--- config.mk ---
export PLATFORM = sky130hd
export DESIGN_NAME = seg_scan_driver
export DESIGN_NICKNAME = d
export VERILOG_FILES = /design/src/rtl/seg_pkg.sv /design/src/rtl/seg_hex_decoder.sv /design/src/rtl/seg_scan_driver.sv
export SDC_FILE = /design/constraint.sdc
export NUM_CORES = 1
export LEC_CHECK = 0
export CAP_MARGIN = 30
export CORE_ASPECT_RATIO = 2
export CORE_MARGIN = 1.5
export CORE_UTILIZATION = 39
export DETAILED_ROUTE_END_ITERATION = 16
export SYNTH_ARGS = -nofsm -noshare
export SYNTH_HDL_FRONTEND = slang
export SYNTH_SLANG_ARGS = --single-unit
--- constraint.sdc ---
create_clock -name clk -period 2 [get_ports clk]
set_clock_uncertainty 0.05 [all_clocks]
set_input_delay 0.3 -clock clk [delete_from_list [all_inputs] [get_ports clk]]
set_output_delay 0.3 -clock clk [all_outputs]
set_load 0.01 [all_outputs]
--- src/rtl/seg_pkg.sv ---
// Shared constants for the seven-segment scan driver: idle pin levels and
// active-high glyphs (bit order g..a) for hex codes 0-F.
package seg_pkg;

    localparam logic [7:0] SEG_BLANK = 8'hFF;
    localparam logic [3:0] AN_OFF    = 4'hF;

    localparam logic [6:0] GLYPH_0 = 7'h3F;
    localparam logic [6:0] GLYPH_1 = 7'h06;
    localparam logic [6:0] GLYPH_2 = 7'h5B;
    localparam logic [6:0] GLYPH_3 = 7'h4F;
    localparam logic [6:0] GLYPH_4 = 7'h66;
    localparam logic [6:0] GLYPH_5 = 7'h6D;
    localparam logic [6:0] GLYPH_6 = 7'h7D;
    localparam logic [6:0] GLYPH_7 = 7'h07;
    localparam logic [6:0] GLYPH_8 = 7'h7F;
    localparam logic [6:0] GLYPH_9 = 7'h6F;
    localparam logic [6:0] GLYPH_A = 7'h77;
    localparam logic [6:0] GLYPH_B = 7'h7C;
    localparam logic [6:0] GLYPH_C = 7'h39;
    localparam logic [6:0] GLYPH_D = 7'h5E;
    localparam logic [6:0] GLYPH_E = 7'h79;
    localparam logic [6:0] GLYPH_F = 7'h71;

endpackage

--- src/rtl/seg_hex_decoder.sv ---
// Combinational hex code to active-high seven-segment glyph (g..a).
module seg_hex_decoder
    import seg_pkg::*;
(
    input  logic [3:0] code,
    output logic [6:0] glyph
);

    always_comb begin
        glyph = GLYPH_0;
        unique case (code)
            4'h0: glyph = GLYPH_0;
            4'h1: glyph = GLYPH_1;
            4'h2: glyph = GLYPH_2;
            4'h3: glyph = GLYPH_3;
            4'h4: glyph = GLYPH_4;
            4'h5: glyph = GLYPH_5;
            4'h6: glyph = GLYPH_6;
            4'h7: glyph = GLYPH_7;
            4'h8: glyph = GLYPH_8;
            4'h9: glyph = GLYPH_9;
            4'hA: glyph = GLYPH_A;
            4'hB: glyph = GLYPH_B;
            4'hC: glyph = GLYPH_C;
            4'hD: glyph = GLYPH_D;
            4'hE: glyph = GLYPH_E;
            4'hF: glyph = GLYPH_F;
        endcase
    end

endmodule

--- src/rtl/seg_scan_driver.sv ---
// Time-multiplexed 4-digit seven-segment driver with inter-digit blanking and
// frame-coherent capture. Optional digit blinking is built when SEG_BLINK_EN is defined.
module seg_scan_driver
    import seg_pkg::*;
#(
    parameter int REFRESH_DIV = 100000,
    parameter int BLANK_CYC   = 1000,
    parameter int BLINK_DIV   = 25000000
) (
    input  logic        clk,
    input  logic        rst_n,
    input  logic [15:0] digits,
    input  logic [3:0]  dp,
    input  logic [3:0]  blink_mask,
    output logic [7:0]  seg,
    output logic [3:0]  an,
    output logic        frame_start
);

    localparam int SLOT_W = $clog2(REFRESH_DIV);
    localparam logic [SLOT_W-1:0] SLOT_LAST = SLOT_W'(REFRESH_DIV - 1);
    localparam logic [SLOT_W-1:0] BLANK_END = SLOT_W'(BLANK_CYC);

    logic [SLOT_W-1:0] slot_cnt;
    logic [1:0]        idx;
    logic [15:0]       snap_digits;
    logic [3:0]        snap_dp;
    logic              slot_wrap;
    logic              capture;
    logic [6:0]        glyph;
    logic              dark;

    assign slot_wrap = (slot_cnt == SLOT_LAST);
    assign capture   = slot_wrap && (idx == 2'd3);

    seg_hex_decoder u_dec (
        .code  (snap_digits[idx*4 +: 4]),
        .glyph (glyph)
    );

`ifdef SEG_BLINK_EN
    localparam int BLINK_W = $clog2(BLINK_DIV);
    localparam logic [BLINK_W-1:0] BLINK_LAST = BLINK_W'(BLINK_DIV - 1);

    logic [BLINK_W-1:0] blink_cnt;
    logic               blink_phase;
    logic [3:0]         snap_blink;

    // Free-running, independent of the scan so blink rate is set by BLINK_DIV alone.
    always_ff @(posedge clk or negedge rst_n) begin
        if (!rst_n) begin
            blink_cnt   <= '0;
            blink_phase <= 1'b0;
            snap_blink  <= 4'h0;
        end else begin
            if (blink_cnt == BLINK_LAST) begin
                blink_cnt   <= '0;
                blink_phase <= ~blink_phase;
            end else begin
                blink_cnt <= blink_cnt + BLINK_W'(1);
            end
            if (capture)
                snap_blink <= blink_mask;
        end
    end

    assign dark = blink_phase & snap_blink[idx];
`else
    logic unused_blink_mask;
    assign unused_blink_mask = ^blink_mask;
    assign dark = 1'b0;
`endif

    always_ff @(posedge clk or negedge rst_n) begin
        if (!rst_n) begin
            slot_cnt    <= '0;
            idx         <= 2'd0;
            snap_digits <= 16'h0000;
            snap_dp     <= 4'h0;
            seg         <= SEG_BLANK;
            an          <= AN_OFF;
            frame_start <= 1'b0;
        end else begin
            if (slot_wrap) begin
                slot_cnt <= '0;
                idx      <= idx + 2'd1;
            end else begin
                slot_cnt <= slot_cnt + SLOT_W'(1);
            end

            if (capture) begin
                snap_digits <= digits;
                snap_dp     <= dp;
            end
            frame_start <= capture;

            // Every idx change lands inside a blank window, so anodes never overlap.
            if (slot_cnt < BLANK_END) begin
                seg <= SEG_BLANK;
                an  <= AN_OFF;
            end else begin
                an  <= ~(4'b0001 << idx);
                seg <= dark ? SEG_BLANK : {~snap_dp[idx], ~glyph};
            end
        end
    end

endmodule

==> results of run 1 <==
metrics by stage:
step                        util  total power [mW]  cell area (sq um)  hold WS (ns)
after floorplan                -             1.072               2439      -0.04559
after global placement    0.5029             1.138               3045        0.2649
after detailed placement  0.5029             1.138               3045        0.2606
after CTS                 0.5341             2.150               3234        0.4468
after global routing      0.5669             2.189               3433        0.4753
final                     0.5669             2.114               3433        0.4484
state kept, by name, indices dropped and copies added (netlist names):
signal       flops
an               4
frame_start      1
idx              2
seg              8
slot_cnt        17
snap_digits     16
snap_dp          4
worst max path at each step:
stage,startpoint,endpoint,depth (start not counted)
after detailed placement,idx[0]$_DFFE_PN0N_,seg[3]$_DFF_PN1_,5
after floorplan,idx[0]$_DFFE_PN0N_,seg[3]$_DFF_PN1_,8
after global routing,slot_cnt[0]$_DFF_PN0_,snap_digits[13]$_DFFE_PN0P_,7
after CTS,idx[0]$_DFFE_PN0N_,seg[3]$_DFF_PN1_,7
final,slot_cnt[0]$_DFF_PN0_,snap_dp[3]$_DFFE_PN0P_,7
after global placement,idx[0]$_DFFE_PN0N_,seg[3]$_DFF_PN1_,5
kinds of logic after synthesis:
| logic type | Yosys count | synth area share |
|---|---|---|
| AO/OA/AOI/OAI | 16 | 0.04296 |
| XOR/XNOR | 13 | 0.04655 |
| adder cells (fa/ha/maj) | 11 | 0.05627 |
| buffers and inverters | 16 | 0.03427 |
| flip-flops | 52 | 0.5381 |
| multiplexers | 28 | 0.1606 |
| AND/OR/NAND/NOR | 57 | 0.1212 |
area by class of cell:
class	count	area share
repair buffers	67	0.1902
clock inverters	2	0.01130
multi-input cells	125	0.3327
well taps	84	0.03061
flip-flops and latches	52	0.3837
inverters	10	0.01093
clock buffers	6	0.04045
power groups by stage:
stage	Combinational, mW	Sequential [mW]	Clock, mW
detailed placement	0.0664	1.07	0
global placement	0.0660	1.07	0
CTS	0.0679	1.05	1.03
finish	0.0665	1.05	0.994
global route	0.0749	1.05	1.06
floorplan	0.000330	1.07	0
layer usage:
layer  up-vias  share of wire  wire, microns
met5         -              0              0
met4         0          0.022            106
met3         7          0.025            123
met2        26           0.59           2875
met1       832           0.36           1776
li1        809              -              -
worst max-delay path: stages (launching register included):
cell and delay, ns:
dfrtp_1 0.39, ha_2 0.20, and4_4 0.23, nand4_1 0.16, nor3_4 0.23, buf_6 0.16
clkbuf_16 0.16, mux2_4 0.30
layout by cell type (no fill, tap or decap), types with 6 or more instances in the layout:
cell	count
dfstp_2	12
xnor2_1	9
mux2_4	17
nor2_1	9
clkdlybuf4s50_1	33
inv_1	6
buf_4	26
clkbuf_16	7
dfrtp_1	39
nand2_1	14
ha_1	7
what timing repair did:
item | in CTS | in global routing
gates resized for setup | 1 | 30
setup buffers | 0 | 4
hold endpoints to repair | 40 | 0
pin swaps | 0 | 5
hold buffers | 1 | 0
cloned | 0 | 3
endpoints found under the setup margin | 1 | 24
==> impl_metrics.py, run 1 <==
metrics = {
    "run_status": {
        "outcome": "complete, but fails checks",
        "violations": "negative setup slack",
    },
    "sta": {
        "setup_tns_ns": -0.002346,
        "max_freq_mhz": 499.4,
        "min_period_over_period": 1.001,
        "setup_viol": 1,
        "hold_violations": 0,
        "rsz0062_at_grt": "yes",
        "slew_viol_final": 0,
        "setup_slack_ns": -0.002346,
        "period_needed_ns": 2.002,
        "tightestPinTransition_ns": 0.4569,
        "max-slew-margin-rel": 0.6930,
    },
    "routing": {
        "wl_microns": 4881,
        "ant_nets": 0,
        "drc_errors": 0,
        "wl_per_cell_microns": 14.11,
        "vias": 1674,
        "vias_per_cell": 4.838,
        "firstDrtPassIters": 4,
        "drtIter0Drc": 42,
    },
    "layout": {
        "nets": 298,
        "diodes": 0,
        "n_fill_cell": 512,
        "final-seq-area_sq_mm": 0.001318,
        "final_cells": 346,
        "layout-drive-gt1-share": 0.3588,
        "synthToLayoutAreaGrowth_pct": 40.36,
        "multi_input_area_sq_mm": 0.001142,
    },
    "grt": {
        "grt.met2_usage": 0.2659,
        "grt_remaining_overflow": 0,
        "grt_max_degree": 53,
        "grt-busiest-layer": "met2",
        "grt_pass1_wl_microns": 7659,
        "antenna_found_initial": 0,
        "grt_use_total": 0.1506,
        "grt_pass1_vias": 1727,
        "grt_use_met3": 0.03712,
        "grt_use_met1": 0.1620,
    },
    "yosys": {
        "syn_area_per_cell_sq_um": 12.67,
        "yosys-top-cells-area": "dfrtp_1 41%, dfstp_2 13%, mux2_2 9.7%",
        "synth_nets": 230,
        "ys_warn_count": 0,
        "synth_top_area_cell": "dfrtp_1",
        "ys.flop_type": "dfrtp_1",
        "synth_top_area_frac": 0.4092,
        "ys_ff_latch": 52,
        "netlist_top_cells_count": "40 x dfrtp_1, 21 x mux2_2, 15 x nand2_1, 12 x dfstp_2, 11 x ha_1",
        "synth_cells": 193,
        "yosysMostFrequentCell": "dfrtp_1",
        "synthesis.area_sq_mm": 0.002446,
        "ys_seq_area_frac": 0.5381,
        "synthArstFlopShare": 1.000,
        "synth_edf_count": 0,
        "ys_types": 36,
    },
    "floorplan": {
        "pin_count": 39,
        "rows": 40,
        "floorplan.die.width_microns": 59,
        "core_area_sq_mm": 0.006056,
        "start_util": 0.4039,
        "die_h_microns": 115,
        "dieArea_sq_mm": 0.006785,
    },
    "placement": {
        "placed_cells": 330,
        "io_buffer_count": 34,
        "dp.final_hpwl_microns": 3326,
        "place_ws_ns": 0.003057,
        "place.gp.congestion": 0.8203,
    },
    "power": {
        "power.share.clock": 0.470,
        "power_density_mw_per_mm2": 615.6,
        "power_switching_mw": 0.3941,
        "max-vdd-ir-drop_mv": 0.6278,
        "intPower_mw": 1.720,
        "p_sw_frac": 0.1864,
        "power_leakage_nw": 1.478,
        "pwr-share-seq": 0.498,
        "combPwrFrac": 0.031,
    },
    "setup_path": {
        "path_class": "reg2reg",
        "worst_ep_required_time_ns": 2.13,
        "start_kind": "flop",
        "r2r-end": "snap_dp[3]$_DFFE_PN0P_",
        "r2r_slack_ns": -0.002,
        "r2r-start": "slot_cnt[0]$_DFF_PN0_",
        "cp.arrival_ns": 2.13,
        "crit_fanout": 5,
        "crit_path_end_kind": "flop",
        "r2r_cells": 7,
    },
    "hold_path": {
        "hold_end": "slot_cnt[0]$_DFF_PN0_",
        "hp-start": "slot_cnt[0]$_DFF_PN0_",
        "whs_path_depth": 1,
        "hp-class": "reg2reg",
    },
    "cts": {
        "tritoncts": "built",
        "h-tree-depth": 2,
        "clock_path_buffers": 2,
        "clock_latency_ns": 0.29,
        "ctsRootBufferMaster": "clkbuf_16",
        "path_clk_slew_ns": 0.06,
        "cts-buffers-inserted": 5,
        "clock-sinks": 52,
    },
    "flow_run": {
        "drv_cap": 0,
    },
}
Note: power is estimated with default switching activity, not from simulation.
==> run 2: changes to the inputs <==
--- a/config.mk
+++ b/config.mk
@@ -10,6 +10,7 @@
 export CORE_MARGIN = 1.5
 export CORE_UTILIZATION = 39
 export DETAILED_ROUTE_END_ITERATION = 16
+export GPL_TIMING_DRIVEN = 0
 export SYNTH_ARGS = -nofsm -noshare
 export SYNTH_HDL_FRONTEND = slang
 export SYNTH_SLANG_ARGS = --single-unit
==> impl_metrics.py, run 2 (synthesis results as in run 1) <==
metrics = {
    "run_status": {
        "outcome": "complete, but fails checks",
        "violations": "negative setup slack",
    },
    "power": {
        "power_leakage_nw": 1.430,
        "power.total_mw": 1.990,
        "max-vdd-ir-drop_mv": 0.7010,
        "power_density_mw_per_mm2": 597.9,
    },
    "routing": {
        "vias": 1654,
        "vias_per_cell": 4.879,
        "firstDrtPassIters": 4,
        "drtIter0Drc": 28,
        "drc_errors": 0,
        "wl_per_cell_microns": 14.83,
        "wl_microns": 5029,
        "ant_nets": 0,
    },
    "setup_path": {
        "worst_ep_required_time_ns": 2.15,
        "r2r_cells": 8,
        "crit_path_end_kind": "flop",
        "cp.arrival_ns": 2.23,
        "start_kind": "flop",
        "crit_fanout": 5,
        "path_class": "reg2reg",
    },
    "sta": {
        "rsz0062_at_grt": "yes",
        "hold_violations": 0,
        "max_freq_mhz": 480.8,
        "min_period_over_period": 1.040,
        "period_needed_ns": 2.080,
        "tightestPinTransition_ns": 0.5780,
        "setup_slack_ns": -0.07996,
        "max-slew-margin-rel": 0.6147,
        "slew_viol_final": 0,
        "setup_viol": 10,
    },
    "layout": {
        "final_cell_mix": "39 x dfrtp_1, 33 x clkdlybuf4s50_1, 15 x nand2_1",
        "nets": 291,
        "max_flop_register": "slot_cnt",
        "multi_input_area_sq_mm": 0.001141,
        "final-seq-area_sq_mm": 0.001318,
        "layout_commonest_cell": "dfrtp_1",
        "reg_top3": "slot_cnt x17, snap_digits x16, seg x8",
        "synthToLayoutAreaGrowth_pct": 36.06,
        "largest_register_ffs": 17,
        "diodes": 0,
        "postLayoutCoreUtil": 0.5496,
        "n_fill_cell": 533,
        "layout-drive-gt1-share": 0.3294,
    },
    "placement": {
        "place_ws_ns": -0.1847,
        "place.gp.congestion": 0.7966,
        "dp.final_hpwl_microns": 3478,
        "io_buffer_count": 34,
    },
    "grt": {
        "grt_remaining_overflow": 0,
        "grt_max_degree": 29,
        "grt_pass1_vias": 1775,
        "grt_pass1_wl_microns": 8604,
        "grt_use_total": 0.1733,
        "antenna_found_initial": 0,
    },
    "floorplan": {
        "floorplan.die.width_microns": 59,
        "die_h_microns": 115,
        "core_area_sq_mm": 0.006056,
        "dieArea_sq_mm": 0.006785,
        "start_util": 0.4039,
        "pin_count": 39,
        "rows": 40,
    },
    "cts": {
        "ctsRootBufferMaster": "clkbuf_16",
        "h-tree-depth": 2,
        "tritoncts": "built",
        "clock-sinks": 52,
        "cts-buffers-inserted": 5,
        "clock_path_buffers": 2,
        "path_clk_slew_ns": 0.06,
        "clock_latency_ns": 0.30,
    },
    "hold_path": {
        "whs_path_depth": 1,
        "hp-class": "reg2reg",
    },
    "flow_run": {
        "drv_cap": 0,
    },
}
-- run 2: changes by cell type in the layout (fill, tap and decap cells not counted), moves of 2 or more --
cell and change:
mux2_4 -3, inv_4 +2, mux2_2 +3, inv_2 -3, clkinv_2 +2, buf_6 +5, buf_4 -12, clkbuf_16 -2
-- run 2: per-stage QoR --
step | std cells | instance area, sq um | hold WS, ns | setup TNS (ns)
floorplan | 193 | 2439 | -0.04559 | 0
global placement | 311 | 2884 | 0.4310 | -45.79
detailed placement | 312 | 2899 | 0.2806 | -2.446
CTS | 336 | 3259 | 0.4568 | -0.6176
global route | 339 | 3328 | 0.4789 | -1.204
finish | 339 | 3328 | 0.4558 | -0.2721
-- run 2: cell type report --
type,count,share of cell area
repair buffers,55,0.1583
flip-flops and latches,52,0.3959
well taps,84,0.03158
inverters,10,0.01278
plain buffers,5,0.01391
clock buffers,6,0.04173
clock inverters,2,0.003008
multi-input cells,125,0.3429
-- run 2: worst paths after layout --
| path | to | startpoint | slack, ns |
|---|---|---|---|
| setup / recovery | seg[3]$_DFF_PN1_ | idx[0]$_DFFE_PN0N_ | -0.08 |
| hold / removal | snap_dp[1]$_DFFE_PN0P_ | snap_dp[1]$_DFFE_PN0P_ | 0.46 |
| setup reg to reg | seg[3]$_DFF_PN1_ | idx[0]$_DFFE_PN0N_ | -0.08 |
| hold reg to reg | snap_dp[1]$_DFFE_PN0P_ | snap_dp[1]$_DFFE_PN0P_ | 0.46 |
| max in group asynchronous | seg[5]$_DFF_PN1_ | rst_n | 0.79 |
| min in group asynchronous | slot_cnt[6]$_DFF_PN0_ | rst_n | 0.48 |
-- run 2: per-layer routing --
| metal | GRT usage | wire [microns] |
|---|---|---|
| met1 | 0.1830 | 1844 |
| met3 | 0.03037 | 113 |
| met5 | 0 | 0 |
| met4 | 0.08636 | 130 |
| met2 | 0.3163 | 2941 |
-- run 2: timing repair --
| action | 4_1_cts | 5_1_grt |
|---|---|---|
| pin swaps | 5 | 2 |
| endpoints found under the hold margin | 22 | 0 |
| cloned | 2 | 0 |
| setup buffers | 13 | 5 |
| gates resized for setup | 26 | 14 |
| setup endpoints to repair | 20 | 23 |
| hold buffers | 1 | 0 |
-- run 2: critical path: stages, from the launching register on --
cell and delay, ns:
dfrtp_1 0.38, buf_6 0.13, mux4_2 0.59, inv_4 0.12
ha_4 0.13, inv_2 0.02, mux4_2 0.44, inv_1 0.06
nand2_1 0.05
-- run 2: report_power, final --
group	switching, mW	leakage, nW	internal (mW)
sequential	0	0.671	1.05
combinational	0.0267	0.683	0.0403
clock	0.377	0.0766	0.494
total	0.403	1.43	1.59
